<file path="config.mk">
export PLATFORM = sky130hd
export DESIGN_NAME = clock_set_ctrl
export DESIGN_NICKNAME = d
export VERILOG_FILES = /design/src/rtl/clock_set_ctrl.sv
export SDC_FILE = /design/constraint.sdc
export NUM_CORES = 1
export LEC_CHECK = 0
export CORE_ASPECT_RATIO = 1.5
export CORE_UTILIZATION = 50
export DETAILED_ROUTE_END_ITERATION = 7
export PLACE_DENSITY = 0.87
export SYNTH_ARGS = -nofsm -noshare
export SYNTH_HDL_FRONTEND = slang
export SYNTH_SLANG_ARGS = --single-unit
</file>
<file path="constraint.sdc">
create_clock -name clk -period 2.9 [get_ports clk]
set_input_delay 0.58 -clock clk [delete_from_list [all_inputs] [get_ports clk]]
set_output_delay 0.58 -clock clk [all_outputs]
set_load 0.02 [all_outputs]
</file>
<file path="src/rtl/clock_set_ctrl.sv">
// Mode/set controller for the seconds/minutes/hours counters sharing one databus.
// RUN scans the bus for the display; SET captures, edits and force-loads one field.
module clock_set_ctrl #(
  parameter int W       = 6,
  parameter int SEC_MAX = 59,
  parameter int MIN_MAX = 59,
  parameter int HR_MAX  = 23,
  parameter int TIMEOUT = 10
) (
  input  logic         clk,
  input  logic         clear,
  input  logic         btn_mode,
  input  logic         btn_inc,
  input  logic         btn_dec,
  input  logic [W-1:0] databus,
  output logic         sec_en,
  output logic         min_en,
  output logic         hr_en,
  output logic         sec_load,
  output logic         min_load,
  output logic         hr_load,
  output logic [W-1:0] load_data,
  output logic [1:0]   bus_sel,
  output logic         set_active,
  output logic [W-1:0] edit_val
);

  localparam int IW = $clog2(TIMEOUT);
  localparam logic [W-1:0]  LP_SEC_MAX   = W'(SEC_MAX);
  localparam logic [W-1:0]  LP_MIN_MAX   = W'(MIN_MAX);
  localparam logic [W-1:0]  LP_HR_MAX    = W'(HR_MAX);
  localparam logic [IW-1:0] LP_IDLE_LAST = IW'(TIMEOUT - 1);
  localparam logic [1:0]    FLD_SEC      = 2'd0;
  localparam logic [1:0]    FLD_MIN      = 2'd1;
  localparam logic [1:0]    FLD_HR       = 2'd2;

  typedef enum logic [2:0] {
    RUN,
    CAP_HR,
    EDIT_HR,
    CAP_MIN,
    EDIT_MIN,
    CAP_SEC,
    EDIT_SEC
  } state_t;

  state_t        r_state, w_state_next;
  logic [1:0]    r_scan, w_scan_next;
  logic [W-1:0]  r_shadow, w_shadow_next;
  logic [IW-1:0] r_idle, w_idle_next;

  logic [1:0]   w_field;
  logic [W-1:0] w_max;
  logic         w_is_cap;
  logic         w_is_edit;
  logic         w_any_btn;

  always_ff @(posedge clk or posedge clear) begin
    if (clear) begin
      r_state  <= RUN;
      r_scan   <= 2'd0;
      r_shadow <= '0;
      r_idle   <= '0;
    end else begin
      r_state  <= w_state_next;
      r_scan   <= w_scan_next;
      r_shadow <= w_shadow_next;
      r_idle   <= w_idle_next;
    end
  end

  // The field being addressed: the scan pointer in RUN, otherwise the field under edit.
  always_comb begin
    w_field   = r_scan;
    w_is_cap  = 1'b0;
    w_is_edit = 1'b0;
    case (r_state)
      CAP_HR:   begin w_field = FLD_HR;  w_is_cap  = 1'b1; end
      EDIT_HR:  begin w_field = FLD_HR;  w_is_edit = 1'b1; end
      CAP_MIN:  begin w_field = FLD_MIN; w_is_cap  = 1'b1; end
      EDIT_MIN: begin w_field = FLD_MIN; w_is_edit = 1'b1; end
      CAP_SEC:  begin w_field = FLD_SEC; w_is_cap  = 1'b1; end
      EDIT_SEC: begin w_field = FLD_SEC; w_is_edit = 1'b1; end
      default:  begin w_field = r_scan; end
    endcase
  end

  always_comb begin
    case (w_field)
      FLD_HR:  w_max = LP_HR_MAX;
      FLD_MIN: w_max = LP_MIN_MAX;
      default: w_max = LP_SEC_MAX;
    endcase
  end

  assign w_any_btn = btn_mode | btn_inc | btn_dec;

  always_comb begin
    w_state_next  = r_state;
    w_scan_next   = 2'd0;
    w_shadow_next = r_shadow;
    w_idle_next   = '0;
    if (r_state == RUN) begin
      w_scan_next = (r_scan == FLD_HR) ? FLD_SEC : r_scan + 2'd1;
      if (btn_mode) begin
        w_state_next = CAP_HR;
      end
    end else if (w_is_cap) begin
      // Out-of-range bus values (e.g. an unset counter) start the edit from zero.
      w_shadow_next = (databus > w_max) ? '0 : databus;
      case (r_state)
        CAP_HR:  w_state_next = EDIT_HR;
        CAP_MIN: w_state_next = EDIT_MIN;
        default: w_state_next = EDIT_SEC;
      endcase
    end else if (w_is_edit) begin
      if (btn_mode) begin
        case (r_state)
          EDIT_HR:  w_state_next = CAP_MIN;
          EDIT_MIN: w_state_next = CAP_SEC;
          default:  w_state_next = RUN;
        endcase
      end else if (btn_inc && !btn_dec) begin
        w_shadow_next = (r_shadow >= w_max) ? '0 : r_shadow + W'(1);
      end else if (btn_dec && !btn_inc) begin
        w_shadow_next = (r_shadow == '0) ? w_max : r_shadow - W'(1);
      end else if (!w_any_btn) begin
        if (r_idle == LP_IDLE_LAST) begin
          w_state_next = RUN;
        end else begin
          w_idle_next = r_idle + IW'(1);
        end
      end
    end else begin
      w_state_next = RUN;
    end
  end

  assign sec_en     = (w_field == FLD_SEC);
  assign min_en     = (w_field == FLD_MIN);
  assign hr_en      = (w_field == FLD_HR);
  assign sec_load   = w_is_edit && (w_field == FLD_SEC);
  assign min_load   = w_is_edit && (w_field == FLD_MIN);
  assign hr_load    = w_is_edit && (w_field == FLD_HR);
  assign load_data  = w_is_edit ? r_shadow : '0;
  assign bus_sel    = w_field;
  assign set_active = (r_state != RUN);
  assign edit_val   = r_shadow;

endmodule

</file>
==> reports/results.ini <==
[yosys]
synth-simple-area-share_pct = 33.5
ys_seq_area_share_pct = 27.8
synth_edf_count = 0
synth.ff_latch_count = 15
syn_area_um2 = 1350
synthXorXnorAreaFrac_pct = 3.25
synth_top_cell_by_area = dfrtp_1
synth_top_area_share_pct = 27.8
yosys-top-cells-area = dfrtp_1 28%, ha_1 7.4%, nor2_1 6.1%
async_reset_ff_share_pct = 100
synth_common_cells = 22 x nor2_1, 15 x dfrtp_1, 11 x nand2_1
ys_warn_count = 0
syn_area_per_cell_um2 = 8.33
synthFlopType = dfrtp_1
synth_compound_area_share_pct = 22.7
ys_types = 50
synth-adder-area-share_pct = 7.42
syn_inst = 162
synth_top_family_by_area = simple AND/OR/NAND/NOR gates
synth_mux_area_share_pct = 0
syn_nets = 181
yosysMostFrequentCell = nor2_1

[power]
p_int_mw = 0.910
sw_frac_of_total_pct = 49.3
p_leak_nw = 0.712
p_comb_share_pct = 68.8
vdd_drop_max_uv = 589
p_sw_mw = 0.886
cellPowerDensity_nw_per_um2 = 1040
power.share.clock_pct = 6.9
pwr-share-seq_pct = 24.3

[placed_design]
hpwl_um = 2860
place_congestion = 0.985
portBuffers = 31

[worst_setup_path]
crit_slowest_cell = clkdlybuf4s50_1
crit_required_ps = 2320
critPathMaxFanout = 14
crit_type = reg2out
cp.arrival_ps = 2170
end_kind = output pin
slowest_delay_ps = 540
cp-start-kind = register
crit_path_cell_trace = and4b_4 -> o21a_4 -> nor2_1 -> inv_1 -> clkdlybuf4s50_1

[sta]
period_share_pct = 94.8
min_period_ps = 2750
fin_hold_ws_ps = 504
hold_viol = 0
fin_worst_skew_ps = 5.75
slew_headroom_pct = 57.9
rsz0062_at_grt = no
final-setup-viol-count = 0
finalSetupTns_ps = 0
final_max_slew_viol_count = 0
worst_pin_slew_ps = 631
timing.fmax_mhz = 364

[routing]
drt_iter0_drc = 49
drt-wirelength-per-cell_um = 15.7
drc = 0
first_pass_iters = 4
vias_per_cell = 6.16
vias = 1411
drtAntennaViolNets = 0
wirelength_um = 3600

[die]
die_x_um = 44.4
fp.dieH_um = 65.6
core_area_um2 = 2500
dieArea_um2 = 2910
io_pins = 32
start_util_pct = 53.8
fp-row-count = 22

[layout]
num-nets-final = 213
fillerInstances = 210
multi_input_area_um2 = 902
final_util_pct = 68.6
regArea_um2 = 375
antenna_cells = 0
drive_above_1_share_pct = 9.33
area_delta_synth_final_pct = 27.5

[global_routing]
grt_max_degree = 16
antenna_found_initial = 0
grt_pass1_vias = 1330
groute.usage.overall_pct = 27.5
grt_first_pass_wirelength_um = 6010
overflow = 0

[clocking]
cts_num_sinks = 15
clk_pin_slew_ps = 100
cts-root-buf = clkbuf_4
cts_max_level = 1
max-clock-path-buffers = 2
cts_tree = yes
cts_resized = 0
cts_made_buffers = 3
clk_latency_ps = 290
hold_buffers = 0
post_cts_buffers = 0

[outcome]
status = finished, final reports clean

[min_path]
hold_path_class = reg2reg

[run]
cap_viol_max_count = 0

-- sequential cells by signal (all words and copies together) (netlist names) --
signal and cells:
edit_val 6, r_idle 4, r_state 3, r_scan 2
-- cell usage in the layout (no fill, tap or decap), drive strengths merged, types with 5 or more instances in the layout --
cell type | netlist | final
nand2b | 5 | 5
ha | 8 | 8
dfrtp | 15 | 15
clkdlybuf4s50 | 0 | 31
nand3 | 6 | 6
a21oi | 8 | 8
inv | 8 | 8
nor2 | 23 | 23
nor3 | 7 | 7
o21ai | 7 | 7
nand2 | 11 | 11
-- final timing paths --
path,startpoint,endpoint,slack [ps],cells after the start
min in group asynchronous,clear,r_state[2]$_DFFE_PP0P_,670,2
worst min register to register,r_idle[0]$_DFF_PP0_,r_idle[0]$_DFF_PP0_,500,1
max in group asynchronous,clear,edit_val[0]$_DFFE_PP0P_,1830,2
worst max-delay path,r_state[2]$_DFFE_PP0P_,hr_en,150,5
worst min-delay path,r_idle[0]$_DFF_PP0_,r_idle[0]$_DFF_PP0_,500,1
worst max register to register,r_state[2]$_DFFE_PP0P_,edit_val[0]$_DFFE_PP0P_,180,10
-- final cells by class --
type,instances,share of cell area (%)
repair buffers,35,19.8
well taps,36,2.62
clock buffers,4,1.53
multi-input cells,131,52.5
flip-flops and latches,15,21.8
inverters,8,1.75
-- power groups by stage --
| stage | Combinational (mW) | Sequential, mW | Clock [mW] |
|---|---|---|---|
| finish | 1.23 | 0.436 | 0.125 |
| global route | 1.34 | 0.454 | 0.139 |
| CTS | 1.23 | 0.432 | 0.125 |
| detailed placement | 1.23 | 0.437 | 0 |
| global placement | 1.20 | 0.428 | 0 |
| floorplan | 0.837 | 0.379 | 0 |
-- kinds of logic after synthesis --
logic type               after synthesis
AND/OR/NAND/NOR                       80
AO/OA/AOI/OAI                         38
buffers and inverters                 16
flip-flops                            15
adder cells (fa/ha/maj)                8
XOR/XNOR                               5
-- per-layer routing --
metal / track usage [%] / up-vias / wire, µm
li1: - / 655 / -
met1: 29.6 / 673 / 1350
met2: 50.7 / 65 / 1950
met3: 3.57 / 18 / 180
met4: 12.5 / 0 / 127
met5: 0 / - / 0
-- worst max-delay path: cells and delay by family (launching register included) --
family	cells	cell delay, ps
buffers and inverters	2	610
AOI/OAI and AO/OA	1	220
and+or+nand+nor	2	530
DFF	1	520
-- per-stage QoR --
stage                     cell area (µm²)  instances  setup slack [ps]  total power, mW
after global placement               1690        225               357             1.62
after CTS                            1720        229               159             1.79
after global routing                 1720        229              3.74             1.93
after detailed placement             1690        225               256             1.67
final                                1720        229               151             1.80
after floorplan                      1350        162               544             1.22
(Power assumes the default switching activity.)
